**src/rtl/decimal_entry.sv**
```systemverilog
// rtl/decimal_entry.sv - pushbutton decimal entry with debounced keys and valid/ack result handshake
// Digits accumulate in BCD order into a 24-bit binary value; enter signs it and holds it until acked.

module decimal_entry_key #(
   parameter int DEBOUNCE_CYCLES = 16
) (
   input  logic clk,
   input  logic rst,
   input  logic key_n,
   output logic press
);
   localparam int CW = $clog2(DEBOUNCE_CYCLES + 1);

   logic          sync1_q, sync2_q;
   logic          level_q, level_prev_q;
   logic [CW-1:0] cnt_q;

   always_ff @(posedge clk) begin
      if (rst) begin
         sync1_q      <= 1'b1;
         sync2_q      <= 1'b1;
         level_q      <= 1'b1;
         level_prev_q <= 1'b1;
         cnt_q        <= '0;
         press        <= 1'b0;
      end else begin
         sync1_q      <= key_n;
         sync2_q      <= sync1_q;
         level_prev_q <= level_q;
         press        <= level_prev_q & ~level_q;
         // Level flips on the edge where the mismatch count reaches DEBOUNCE_CYCLES.
         if (sync2_q == level_q) begin
            cnt_q <= '0;
         end else if (cnt_q == CW'(DEBOUNCE_CYCLES - 1)) begin
            cnt_q   <= '0;
            level_q <= sync2_q;
         end else begin
            cnt_q <= cnt_q + 1'b1;
         end
      end
   end
endmodule

module decimal_entry #(
   parameter int DIGITS          = 7,
   parameter int DEBOUNCE_CYCLES = 16
) (
   input  logic        clk,
   input  logic        rst,
   input  logic [3:0]  digit_in,
   input  logic        sign_in,
   input  logic        key_digit_n,
   input  logic        key_enter_n,
   input  logic        clear,
   input  logic        value_ack,
   output logic [31:0] value_out,
   output logic        value_valid,
   output logic [2:0]  digit_count,
   output logic        entry_error
);
   localparam logic [2:0] MAX_COUNT = 3'(DIGITS);

   typedef enum logic {ENTRY, HOLD} state_t;

   state_t      state_q, state_d;
   logic [23:0] acc_q, acc_d;
   logic [2:0]  count_d;
   logic        err_d, valid_d;
   logic [31:0] value_d;
   logic        digit_p, enter_p;

   decimal_entry_key #(.DEBOUNCE_CYCLES(DEBOUNCE_CYCLES)) u_key_digit (
      .clk   (clk),
      .rst   (rst),
      .key_n (key_digit_n),
      .press (digit_p)
   );

   decimal_entry_key #(.DEBOUNCE_CYCLES(DEBOUNCE_CYCLES)) u_key_enter (
      .clk   (clk),
      .rst   (rst),
      .key_n (key_enter_n),
      .press (enter_p)
   );

   always_ff @(posedge clk) begin
      if (rst) begin
         state_q     <= ENTRY;
         acc_q       <= '0;
         digit_count <= '0;
         entry_error <= 1'b0;
         value_valid <= 1'b0;
         value_out   <= '0;
      end else begin
         state_q     <= state_d;
         acc_q       <= acc_d;
         digit_count <= count_d;
         entry_error <= err_d;
         value_valid <= valid_d;
         value_out   <= value_d;
      end
   end

   always_comb begin
      state_d = state_q;
      acc_d   = acc_q;
      count_d = digit_count;
      err_d   = entry_error;
      valid_d = value_valid;
      value_d = value_out;
      if (clear) begin
         state_d = ENTRY;
         acc_d   = '0;
         count_d = '0;
         err_d   = 1'b0;
         valid_d = 1'b0;
      end else begin
         case (state_q)
            ENTRY: begin
               // Enter takes priority; a coincident digit press is dropped.
               if (enter_p) begin
                  value_d = sign_in ? (32'd0 - {8'd0, acc_q}) : {8'd0, acc_q};
                  valid_d = 1'b1;
                  state_d = HOLD;
               end else if (digit_p) begin
                  if (digit_in <= 4'd9 && digit_count < MAX_COUNT) begin
                     acc_d   = (acc_q << 3) + (acc_q << 1) + {20'd0, digit_in};
                     count_d = digit_count + 3'd1;
                     err_d   = 1'b0;
                  end else begin
                     err_d = 1'b1;
                  end
               end
            end
            HOLD: begin
               if (value_ack) begin
                  valid_d = 1'b0;
                  acc_d   = '0;
                  count_d = '0;
                  err_d   = 1'b0;
                  state_d = ENTRY;
               end
            end
            default: state_d = ENTRY;
         endcase
      end
   end
endmodule
```
**config.mk**
```make
export PLATFORM = sky130hd
export DESIGN_NAME = decimal_entry
export DESIGN_NICKNAME = d
export VERILOG_FILES = /design/src/rtl/decimal_entry.sv
export SDC_FILE = /design/constraint.sdc
export NUM_CORES = 1
export LEC_CHECK = 0
export ABC_AREA = 1
export CAP_MARGIN = 20
export CELL_PAD_IN_SITES_DETAIL_PLACEMENT = 1
export CELL_PAD_IN_SITES_GLOBAL_PLACEMENT = 1
export CORE_ASPECT_RATIO = 1.75
export CORE_MARGIN = 5
export CORE_UTILIZATION = 40
export CTS_CLUSTER_SIZE = 20
export DETAILED_ROUTE_END_ITERATION = 7
export PLACE_DENSITY = 0.86
export SYNTH_ARGS = -nofsm -noshare
export SYNTH_HDL_FRONTEND = slang
export SYNTH_HIERARCHICAL = 1
export SYNTH_SLANG_ARGS = --single-unit
```
**constraint.sdc**
```tcl
create_clock -name clk -period 3.3 [get_ports clk]
set_input_delay 0.495 -clock clk [delete_from_list [all_inputs] [get_ports clk]]
set_output_delay 0.495 -clock clk [all_outputs]
set_load 0.005 [all_outputs]
```
Word level (Yosys, flattened, before mapping). Cells that the tools add are included. W data, S select, Z words.

Divide/modulo/power cells: 0. Eq/ne operators: 9. Multipliers: 0. Shift-type cells: 0. Order comparisons: 2. Add/subtract/negate cells: 6. Mux-type cells: 21. Bitwise logic cells: 8. Reduce and logical (&&, ||, !) cells: 10.

Operator list (number): $mux W24 (4); $pmux W24 S2 (1); $mux W32 (1); $sub A1 B24 Y25 const A (1); $add A24 B24 Y24 (1); $add A24 B4 Y24 (1); $mux W3 (4); $add A5 B1 Y5 const B (2); $eq A5 B4 Y1 const B (2); $mux W1 (7); $ne A2 B2 Y1 const B (3); $not A1 Y1 (6); $pmux W1 S2 (3); $pmux W3 S2 (1); $reduce_and A2 Y1 (3); $reduce_and A3 Y1 (2); $reduce_or A3 Y1 (2); $le A4 B4 Y1 const B (1); $ne A2 B1 Y1 const B (2); $reduce_and A4 Y1 (1); $add A3 B1 Y3 const B (1); $lt A3 B3 Y1 const B (1); $and A1 B1 Y1 (2); $eq A1 B1 Y1 (2); other kinds (2) (2).

ROM bits: 0. Memory bits (writable): 0. Bits in registers: 82. Logic and storage cells: 74. Output and inout bits: 37. Bits in latches: 0. Input bits: 11. Memories kept: 0.

Depth between registers and ports, before layout. Gate-level depths: netlist (run 1).

Word-level depth: 6. Depth in mapped cells: 15. Depth with buffers taken out: 15.

Hierarchy. Netlist (run 1), hierarchy kept.

Modules (own cells, without submodules): decimal_entry (cells each 704, area an instance 4475.5 um^2, instances 1, sequential area each 1101.1 um^2); decimal_entry_key (cells each 39, area an instance 361.6 um^2, instances 2, sequential area each 200.2 um^2).

Least setup slack after synthesis (run 1). Ideal clock, no wire load.

Kind: input to register. Start: input port digit_in[3]. End: register acc_q[14]. Stages: 12. Library setup time: 0.113 ns. Arrival time: 2.267 ns. Data required time: 3.187 ns. Buffers on the path: 0. Path slack: 0.920 ns. Cell sequence: inv_1 -> fa_1 -> inv_1 -> fa_1 -> nand3_1 -> nand3_1 -> nand2_1 -> nand3_1 -> nand2_1 -> nand3b_1 -> nand3_1 -> nand2_1.

Cells in the longest elaborated chain, start to end: 5. Elaborated cells between the ends (all ways): 9. Those cells by class: add/sub: 1; order compare: 1; eq/ne: 1; mux: 4; reduce/logical: 2.

RTL lines: start: declaration (line 50) `input logic [3:0] digit_in,`; $add A24 B4 Y24 (line 127) `acc_d = (acc_q << 3) + (acc_q << 1) + {20'd0, digit_in};`; $mux W24 (line 126) `if (digit_in <= 4'd9 && digit_count < MAX_COUNT) begin`; $mux W24 (line 125) `end else if (digit_p) begin`; $mux W24 (line 121) `if (enter_p) begin`; $pmux W24 S2 (line 118) `case (state_q)`; end signal: assignment (line 89) `acc_q <= '0;`; end signal: assignment (line 96) `acc_q <= acc_d;`; end: declaration (line 66) `logic [23:0] acc_q, acc_d;`.

Parallel ways exist; a longest one is shown, timed or not. The select of a mux whose other input is x is not followed. A chain may end at the register's enable or synchronous reset.

Worst setup path after layout (run 1).
Start: input port digit_in[3]. End: register acc_q[18].

The elaborated chain is that of the path after synthesis.

==> results of run 1 <==
Yosys cell counts (all sizes together) (8+ instances only):
master and count:
buf 17, a21oi 35, nand4 8, nor2 103, dfxtp 75, ha 48
xnor2 9, nand2 236, o21ai 45, nand3 57, inv 111, or2 8
cells in the final DEF, fill, tap and decap left out, types with 11 or more instances in the layout:
cell type,instances
clkdlybuf4s50_1,47
nand2_1,224
inv_1,103
nor2_1,89
nand3_1,51
a21oi_1,31
ha_1,48
o21ai_1,11
o21ai_0,33
dfxtp_1,75
worst paths after layout:
check,from,endpoint,slack [ns]
worst max register to register,acc_q[2]$_SDFFE_PP0P_,acc_q[18]$_SDFFE_PP0P_,0.79
worst max-delay path,digit_in[3],acc_q[18]$_SDFFE_PP0P_,0.58
worst min register to register,u_key_enter/sync1_q$_SDFF_PP1_,u_key_enter/sync2_q$_SDFF_PP1_,0.40
worst min-delay path,u_key_enter/sync1_q$_SDFF_PP1_,u_key_enter/sync2_q$_SDFF_PP1_,0.40
cell type report:
class	count	area, um2
flip-flops and latches	75	1500
repair buffers	50	493
inverters	111	419
clock buffers	9	225
multi-input cells	578	3150
clock inverters	7	65.1
well taps	171	214
fillers	1714	6800
stage by stage:
stage	util	total power, mW	area [um2]	hold WS [ns]	std cells
after global routing	0.472	2.01	6070	0.430	1001
after CTS	0.472	1.98	6070	0.406	1001
after floorplan	-	0.960	5200	0.383	782
after detailed placement	0.449	0.985	5780	0.393	985
final	0.472	1.96	6070	0.399	1001
after global placement	0.449	0.983	5780	0.389	985
critical path: cells and delay by family:
kind	cells	cell delay, ns
adder cells (fa/ha/maj)	2	1.01
buffers and inverters	3	0.60
AND/OR/NAND/NOR	8	0.86
power by group through the flow:
stage / Combinational (mW) / Clock (mW) / Sequential [mW]
2_1_floorplan: 0.0299 / 0 / 0.930
3_3_place_gp: 0.0531 / 0 / 0.930
3_5_place_dp: 0.0545 / 0 / 0.930
4_1_cts: 0.0551 / 1.01 / 0.909
5_1_grt: 0.0601 / 1.04 / 0.909
6_report: 0.0546 / 0.993 / 0.909
cells by family after synthesis:
group / Yosys count / synth area share
compound gates: 91 / 0.0963
fa+ha+maj: 50 / 0.123
buf+inv: 129 / 0.105
xor+xnor: 15 / 0.0253
simple gates: 422 / 0.362
flops: 75 / 0.289
state kept, by name, summed over array words and instances, names as in the netlist, 3 cells and up:
name / cells
acc_q: 24
digit_count: 3
u_key_digit/cnt_q: 5
u_key_enter/cnt_q: 5
value_out: 25
metal layers:
metal,GRT usage,up-vias
li1,-,2569
met1,0.206,2457
met2,0.439,74
met3,0.0291,38
met4,0.0959,0
met5,0,-
==> key figures, run 1 <==
Route
  – Met2 routed WL: 9430 um
  – Via count: around 5000
  – Final WL: 15900 um
  – Pre-antenna DRT Iters: 4
  – Drt drc: 0
  – Final ANT Viol Nets: 0
  – Met3 WL: ~300 um
  – Max layer used: met4
  – Routed length on met1: 5530 um
  – Iter 0 DRT Violations: 154
  – WL/cell: 15.9 um
  – Via density: 5.13

Die
  – Die Y: 161 um
  – Core area: between 0.01 and 0.015 mm2
  – Row count: 55
  – Initial Utilization: 0.404
  – Die X: 96.2 um
  – Die ar.: 0.0155 mm2
  – I/O pin cnt: 48

Place
  – Post-Place Setup Slack: 0.240 ns
  – RD Place Congestion: 0.870
  – DP Wirelength: 12500 um
  – Port Buffer Count: 47

Power and ir drop
  – Pwr/cell area: roughly 320 mW/mm2
  – VDD IR max: 0.000291 V
  – Part of the power in registers: 0.465
  – Comb pwr share: 0.028
  – Leakage: 3.13 nW
  – Switch share: 0.256
  – Internal Power: around 1.5 mW
  – Clk pwr share: 0.507
  – Switching power: approximately 500 uW

Status
  – Outcome: completed

Clocking
  – # Post-CTS Setup Buffers: 0
  – # hold bufs at CTS: 0
  – Root buffer cell: clkbuf_16
  – CTS sink cnt: 75
  – H-tree depth: 3
  – Clk buf depth: 2
  – Num CTS Buffers: 9
  – Worst-skew pair later-pin latency: 0.35 ns
  – CTS tree: done
  – Worst-path clk slew: 0.07 ns
  – CTS resizes: 0

Global route
  – Initial antenna violation count: 0
  – Vias in the first global route: around 5600
  – GRT Util Overall: 0.218
  – Global-route wire length before repair: 26600 um
  – Pin count of the biggest net entering global routing: 30
  – GRT Residual Overflow: 0

Synthesis
  – Top cell type's share of synthesized area: 0.289
  – Synth area leader: dfxtp_1
  – Synth top area cells: dfxtp_1, nand2_1, ha_1, inv_1, nor2_1
  – Netlist cell types: 38
  – Avg Cell Area, Syn: between 6 and 7 um2
  – Yosys reg bits: 75
  – Dominant synthesized flop cell: dfxtp_1
  – Post-synthesis sequential area ratio: 0.289
  – Synth Warn #: 6
  – Post-synthesis net count: 843
  – Async SR Flop Fraction: 0
  – Cells after synthesis: roughly 800
  – Post-synth EDFFs: 0
  – Mapped Area: roughly 0.0052 mm2

Worst setup path
  – Worst R2R Path Depth: 12
  – Maximum single-stage delay on the critical path: about 0.53 ns
  – Cell mode on critical path: nand3_1
  – CP Launch Type: input pin
  – Worst Path Required: roughly 3.6 ns
  – Largest fanout on the critical path: 4
  – Critical path class: input pin to flop
  – Critical-path cell list: clkdlybuf4s50_1 > inv_1 > fa_1 > inv_1 > fa_1 > nand3_1 > nand3_1 > nand2_1 > nand3_1 > nand2_1 > nand3b_1 > nand3_1 > nand2_1
  – Worst EP arrival: roughly 3 ns
  – Slowest CP cell: fa_1
  – Crit. End Element: flop

STA
  – Post-route setup slack: 0.582 ns
  – Setup TNS: 0 ns
  – Number of setup violations in the final report: 0
  – Fin. max-slew vios: 0
  – Final min period: 2.72 ns
  – Final Hold Vio Count: 0
  – Fin Clk Skew: 0.00974 ns
  – Final Cycle Share: 0.824
  – RSZ-0062 raised after global routing: no
  – Fmax: between 300 and 400 MHz
  – Slew at the pin closest to its max-slew limit: 0.736 ns
  – Slew margin rel.: 0.508

Cells and area
  – Diode count: 0
  – Layout cell share with drive strength beyond 1: 0.0795
  – Layout Nets: 886
  – Area delta synth->final: 16.8%

Min path
  – Hold Path Depth: 1
  – Hold WC Path Type: flop to flop

Run
  – Number of max-cap violations: 0
No activity file was read; power rests on OpenSTA's default activity.
==> run 2, diff against run 1 <==
clock period = 2.7 ns   (was 3.3 ns; I/O delays follow)
==> run 2 against run 1 <==
Against the previous run:
- critical path depth did not move
- sequential power increased by 22%
- first-iteration DRC count up 52%
- critical endpoint unchanged
==> key figures, run 2 (synthesis gave the netlist of run 1 again) <==
Cells and area
  – Area delta synth->final: 19.8% (was 16.8%)
  – Fillers: 1709 (was 1714)
  – Layout Nets: 900 (was 886)
  – Most common cell after layout, fill and taps aside: nand2_1 (unchanged)
  – Layout cell share with drive strength beyond 1: 0.0972 (was 0.0795)
  – Most frequent cells in the layout: nand2_1, inv_1, nor2_1, dfxtp_1, nand3_1 (unchanged)
  – Fin cells: 1015 (was 1001)
  – Largest Register: value_out (unchanged)
  – Top Registers: value_out x25, acc_q x24 (unchanged)
  – Number of flip-flops in the largest register: 25 (unchanged)
  – Diode count: 0 (unchanged)

Die
  – Die ar.: 0.0155 mm2 (unchanged)
  – I/O pin cnt: 48 (unchanged)
  – Row count: 55 (unchanged)
  – Die Y: 161 um (unchanged)
  – Core area: 0.0129 mm2 (unchanged)
  – Die X: 96.2 um (unchanged)
  – Initial Utilization: 0.404 (unchanged)

Route
  – Via count: 5263 (was 5138)
  – Final ANT Viol Nets: 0 (unchanged)
  – Pre-antenna DRT Iters: 4 (unchanged)
  – Final WL: 16300 um (was 15900 um)
  – Iter 0 DRT Violations: 234 (was 154)
  – Drt drc: 0 (unchanged)
  – Via density: 5.19 (was 5.13)
  – WL/cell: 16.0 um (was 15.9 um)

Worst setup path
  – Worst EP arrival: 2.77 ns (was 2.96 ns)
  – Largest fanout on the critical path: 4 (unchanged)
  – CP Launch Type: input pin (unchanged)
  – Cell mode on critical path: nand2_1 (was nand3_1)
  – Critical-path cell list: clkdlybuf4s50_1 > inv_1 > fa_1 > inv_1 > fa_1 > nand3_1 > nand3_2 > nand2_1 > nand3_2 > nand2_1 > nand3b_1 > nand3_1 > nand2_1 (was clkdlybuf4s50_1 > inv_1 > fa_1 > inv_1 > fa_1 > nand3_1 > nand3_1 > nand2_1 > nand3_1 > nand2_1 > nand3b_1 > nand3_1 > nand2_1)
  – Maximum single-stage delay on the critical path: 0.54 ns (was 0.53 ns)
  – Critical path class: input pin to flop (unchanged)
  – Worst R2R Path Depth: 12 (unchanged)
  – Crit. End Element: flop (unchanged)
  – Worst Path Required: 2.94 ns (was 3.55 ns)
  – Slowest CP cell: fa_1 (unchanged)

Global route
  – Initial antenna violation count: 0 (unchanged)
  – GRT Residual Overflow: 0 (unchanged)
  – M3 GR Usage: 0.0305 (was 0.0291)
  – GRT Util Overall: 0.223 (was 0.218)
  – Global-route wire length before repair: 26900 um (was 26600 um)
  – Busiest grt layer: met2 (unchanged)
  – Vias in the first global route: 5769 (was 5586)
  – GRT met1 Usage: 0.203 (was 0.206)
  – Pin count of the biggest net entering global routing: 25 (was 30)
  – Met2 Use GR: 0.448 (was 0.439)

Clocking
  – CTS sink cnt: 75 (unchanged)
  – Clk buf depth: 2 (unchanged)
  – Worst-path clk slew: 0.07 ns (about the same)
  – CTS tree: done (unchanged)
  – H-tree depth: 3 (unchanged)
  – # hold bufs at CTS: 0 (unchanged)
  – Num CTS Buffers: 9 (unchanged)
  – Root buffer cell: clkbuf_16 (unchanged)
  – Worst-skew pair later-pin latency: 0.34 ns (was 0.35 ns)

STA
  – Final Cycle Share: 0.938
  – Fmax: 395 MHz
  – Setup TNS: 0 ns (unchanged)
  – Slew margin rel.: 0.563 (was 0.508)
  – Final min period: 2.53 ns
  – Fin Clk Skew: 0.00831 ns (was 0.00974 ns)
  – Final Hold Vio Count: 0 (unchanged)
  – Fin. max-slew vios: 0 (unchanged)
  – Number of setup violations in the final report: 0 (unchanged)
  – Slew at the pin closest to its max-slew limit: 0.653 ns (was 0.736 ns)

Place
  – DP Wirelength: 12500 um (about the same)
  – RD Place Congestion: 0.869 (was 0.870)
  – Port Buffer Count: 47 (unchanged)
  – Placed cells: 999 (was 985)

Power and ir drop
  – VDD IR max: 0.000390 V (was 0.000291 V)
  – Pwr/cell area: 412 mW/mm2 (was 322 mW/mm2)
  – Leakage: 3.24 nW (was 3.13 nW)

Run
  – Number of max-cap violations: 0 (unchanged)

Status
  – Outcome: completed (unchanged)

Min path
  – Hold WC Path Type: flop to flop (unchanged)
  – Hold Path Depth: 1 (unchanged)
## run 2: per-layer routing
metal / routed length (um) / vias to the layer above / part of all wire
met1: 5570 / 2537 / 0.34
met5: 0 / - / 0
met2: 9640 / 82 / 0.59
met4: 744 / 0 / 0.046
li1: - / 2596 / -
met3: 310 / 48 / 0.019
## run 2: through the flow
step                hold WS, ns  setup WS [ns]  cell area [um2]  power, mW   util
finish                    0.414          0.167             6230       2.57  0.484
global route              0.440       -0.00701             6230       2.64  0.484
floorplan                 0.383          0.410             5200       1.17      -
CTS                       0.425          0.106             6220       2.58  0.483
detailed placement        0.401         -0.236             5890       1.21  0.457
global placement          0.391         -0.130             5890       1.20  0.457
## run 2: worst paths after layout
check / from / to / slack, ns
max: digit_in[3] / acc_q[18]$_SDFFE_PP0P_ / 0.17
min: u_key_enter/sync1_q$_SDFF_PP1_ / u_key_enter/sync2_q$_SDFF_PP1_ / 0.41
max reg2reg: acc_q[0]$_SDFFE_PP0P_ / acc_q[18]$_SDFFE_PP0P_ / 0.28
min reg2reg: u_key_enter/sync1_q$_SDFF_PP1_ / u_key_enter/sync2_q$_SDFF_PP1_ / 0.41
## run 2: cell type report
cell class / instances / area [um2] / share of cell area
clock buffer: 9 / 225 / 0.0362
multi-input combinational: 578 / 3160 / 0.508
inverter: 111 / 419 / 0.0673
sequential: 75 / 1500 / 0.241
timing repair buffer: 64 / 598 / 0.0960
clock inverter: 7 / 108 / 0.0173
tap: 171 / 214 / 0.0344
## run 2: worst max-delay path, delay by kind of cell
kind | cells | cell delay, ns
adders and majority gates | 2 | 0.99
buffers and inverters | 3 | 0.59
and+or+nand+nor | 8 | 0.79
## run 2: where the power goes
group | internal (mW) | switching (mW) | leakage [nW]
combinational | 0.0260 | 0.0431 | 2.47
sequential | 1.11 | 0.00220 | 0.605
clock | 0.830 | 0.555 | 0.160
## run 2: what timing repair did
action                                 CTS  global route
setup buffers                            0             0
setup endpoints to repair                0             2
endpoints found under the hold margin    0             0
gates resized for setup                  0             2
==> run 3, diff against run 2 <==
CORE_MARGIN = not set   (was 5)
==> run 3 against run 2 <==
Against the previous run:
- final area down 1.1%
- worst hold slack improved by 0.0055 ns
- clock skew is 0.0031 ns lower
- critical path depth unchanged
- total power shrank 7.2%
- non-clock buffer count is 3 lower
- sequential power about the same
- setup slack worse by 0.021 ns
- combinational power about the same
- core utilization is 0.59 points higher
- critical endpoint unchanged
- highest routed layer unchanged
==> key figures, run 3 (synthesis gave the netlist of run 1 again) <==
Cells and area
  – Fin cells: 1009 (was 1015)
  – Fillers: 1709 (unchanged)
  – Layout cell share with drive strength beyond 1: 0.0939 (was 0.0972)
  – Diode count: 0 (unchanged)
  – Most frequent cells in the layout: nand2_1, inv_1, nor2_1, dfxtp_1, nand3_1 (unchanged)
  – Top Registers: value_out x25, acc_q x24 (unchanged)
  – Number of flip-flops in the largest register: 25 (unchanged)
  – Area delta synth->final: 18.4% (was 19.8%)
  – Most common cell after layout, fill and taps aside: nand2_1 (unchanged)
  – Final Util: 0.490 (was 0.484)
  – Layout Nets: 897 (was 900)
  – Largest Register: value_out (unchanged)
  – Design Area, Final: 0.00616 mm2 (was 0.00623 mm2)

Die
  – Die ar.: 0.0135 mm2 (was 0.0155 mm2)
  – Core area: 0.0126 mm2 (was 0.0129 mm2)
  – Initial Utilization: 0.414 (was 0.404)
  – Die X: 88.2 um (was 96.2 um)
  – I/O pin cnt: 48 (unchanged)
  – Die Y: 153 um (was 161 um)
  – Row count: 54 (was 55)

Worst setup path
  – Largest fanout on the critical path: 4 (unchanged)
  – Critical path class: input pin to flop (unchanged)
  – Worst R2R Path Depth: 12 (unchanged)
  – Maximum single-stage delay on the critical path: 0.53 ns (was 0.54 ns)
  – Reg2Reg Setup Slack: 0.23 ns (was 0.28 ns)
  – Slowest CP cell: fa_1 (unchanged)
  – Critical-path cell list: clkdlybuf4s50_1 > inv_1 > fa_1 > inv_1 > fa_2 > nand3_1 > nand3_2 > nand2_1 > nand3_1 > nand2_1 > nand3b_1 > nand3_1 > nand2_1 (was clkdlybuf4s50_1 > inv_1 > fa_1 > inv_1 > fa_1 > nand3_1 > nand3_2 > nand2_1 > nand3_2 > nand2_1 > nand3b_1 > nand3_1 > nand2_1)
  – Crit Reg-Reg Startpoint: acc_q[0]$_SDFFE_PP0P_ (unchanged)
  – Worst Path Required: 2.94 ns (about the same)
  – Worst path bufs/invs: 3 (unchanged)
  – Crit. End Element: flop (unchanged)
  – Worst R2R End: acc_q[18]$_SDFFE_PP0P_ (unchanged)
  – CP top delay family: adder cells (unchanged)
  – CP Launch Type: input pin (unchanged)
  – Worst EP arrival: 2.79 ns (was 2.77 ns)

Min path
  – Hold Path Depth: 1 (unchanged)
  – Hold EP: u_key_enter/sync2_q$_SDFF_PP1_ (unchanged)
  – HP Start: u_key_enter/sync1_q$_SDFF_PP1_ (unchanged)
  – Hold WC Path Type: flop to flop (unchanged)

Global route
  – GRT met1 Usage: 0.218 (was 0.203)
  – Met2 Use GR: 0.525 (was 0.448)
  – GRT Util Overall: 0.263 (was 0.223)
  – M3 GR Usage: 0.0351 (was 0.0305)
  – Busiest grt layer: met2 (unchanged)
  – Initial antenna violation count: 0 (unchanged)
  – Vias in the first global route: 5764 (was 5769)
  – Pin count of the biggest net entering global routing: 28 (was 25)
  – GRT Residual Overflow: 0 (unchanged)
  – Global-route wire length before repair: 27000 um (was 26900 um)

Power and ir drop
  – VDD IR max: 0.000481 V (was 0.000390 V)
  – Leakage: 3.19 nW (was 3.24 nW)
  – Pwr/cell area: 387 mW/mm2 (was 412 mW/mm2)

Clocking
  – CTS tree: done (unchanged)
  – Num CTS Buffers: 9 (unchanged)
  – Root buffer cell: clkbuf_16 (unchanged)
  – Worst-skew pair later-pin latency: 0.34 ns (about the same)
  – H-tree depth: 3 (unchanged)
  – CTS sink cnt: 75 (unchanged)
  – Clk buf depth: 2 (unchanged)
  – Worst-path clk slew: 0.06 ns (was 0.07 ns)

Route
  – Final WL: 16900 um (was 16300 um)
  – WL/cell: 16.7 um (was 16.0 um)
  – Iter 0 DRT Violations: 178 (was 234)
  – Final ANT Viol Nets: 0 (unchanged)
  – Pre-antenna DRT Iters: 4 (unchanged)
  – Drt drc: 0 (unchanged)
  – Via density: 5.31 (was 5.19)
  – Via count: 5355 (was 5263)

STA
  – Fmax: 391 MHz (was 395 MHz)
  – Fin Clk Skew: 0.00518 ns (was 0.00831 ns)
  – Slew at the pin closest to its max-slew limit: 0.455 ns (was 0.653 ns)
  – Hold slack: 0.420 ns (was 0.414 ns)
  – Number of setup violations in the final report: 0 (unchanged)
  – Final Cycle Share: 0.946 (was 0.938)
  – Fin. max-slew vios: 0 (unchanged)
  – Final min period: 2.55 ns (was 2.53 ns)
  – Final Hold Vio Count: 0 (unchanged)
  – Setup TNS: 0 ns (unchanged)
  – Slew margin rel.: 0.697 (was 0.563)

Place
  – DP Area: 0.00586 mm2 (was 0.00589 mm2)
  – Port Buffer Count: 47 (unchanged)
  – RD Place Congestion: 0.942 (was 0.869)
  – DP Wirelength: 13300 um (was 12500 um)
  – Placed cells: 993 (was 999)

Status
  – Outcome: completed (unchanged)

Run
  – Number of max-cap violations: 0 (unchanged)
==> run 3: through the flow <==
| step | setup WS [ns] | power [mW] |
|---|---|---|
| 6_report | 0.145 | 2.38 |
| 5_1_grt | -0.00341 | 2.43 |
| 4_1_cts | 0.0250 | 2.40 |
| 3_5_place_dp | -0.235 | 1.21 |
| 3_3_place_gp | -0.158 | 1.20 |
| 2_1_floorplan | 0.410 | 1.17 |
==> run 3: worst max-delay path by stage <==
stage | start | to | slack, ns | cells past startpoint
2_1_floorplan | digit_in[3] | acc_q[14]$_SDFFE_PP0P_ | 0.41 | 12
3_3_place_gp | digit_in[3] | acc_q[18]$_SDFFE_PP0P_ | -0.16 | 13
3_5_place_dp | digit_in[3] | acc_q[18]$_SDFFE_PP0P_ | -0.23 | 13
4_1_cts | digit_in[3] | acc_q[18]$_SDFFE_PP0P_ | 0.02 | 13
5_1_grt | digit_in[3] | acc_q[17]$_SDFFE_PP0P_ | -0.003 | 14
6_report | digit_in[3] | acc_q[18]$_SDFFE_PP0P_ | 0.15 | 13
==> run 3: worst register-to-register path, delay by kind of cell (launching register included) <==
| family | cells | cell delay [ns] |
|---|---|---|
| adders and majority gates | 2 | 0.94 |
| buffers and inverters | 2 | 0.23 |
| DFF | 1 | 0.35 |
| and+or+nand+nor | 8 | 0.84 |
==> run 3: where the power goes <==
part | leakage (nW) | internal [mW] | switching (mW)
Sequential | 0.605 | 1.11 | 0.00232
Combinational | 2.45 | 0.0257 | 0.0436
Clock | 0.140 | 0.646 | 0.554
==> run 3: per-layer routing <==
layer | part of all wire | wire (um)
met1 | 0.32 | 5440
met4 | 0.067 | 1130
met3 | 0.026 | 432
met2 | 0.58 | 9870
met5 | 0 | 0
==> run 3: layout make-up <==
class / count / area, um2 / area share
clock inverter: 7 / 65.1 / 0.0106
tap: 168 / 210 / 0.0341
sequential: 75 / 1500 / 0.244
timing repair buffer: 61 / 576 / 0.0935
inverter: 111 / 419 / 0.0681
clock buffer: 9 / 225 / 0.0366
multi-input combinational: 578 / 3160 / 0.513
==> run 3: repair_timing <==
item / 4_1_cts / 5_1_grt
buffers inserted: 0 / 0
endpoints found under the setup margin: 0 / 5
hold buffers: 0 / 0
gates resized for setup: 0 / 2
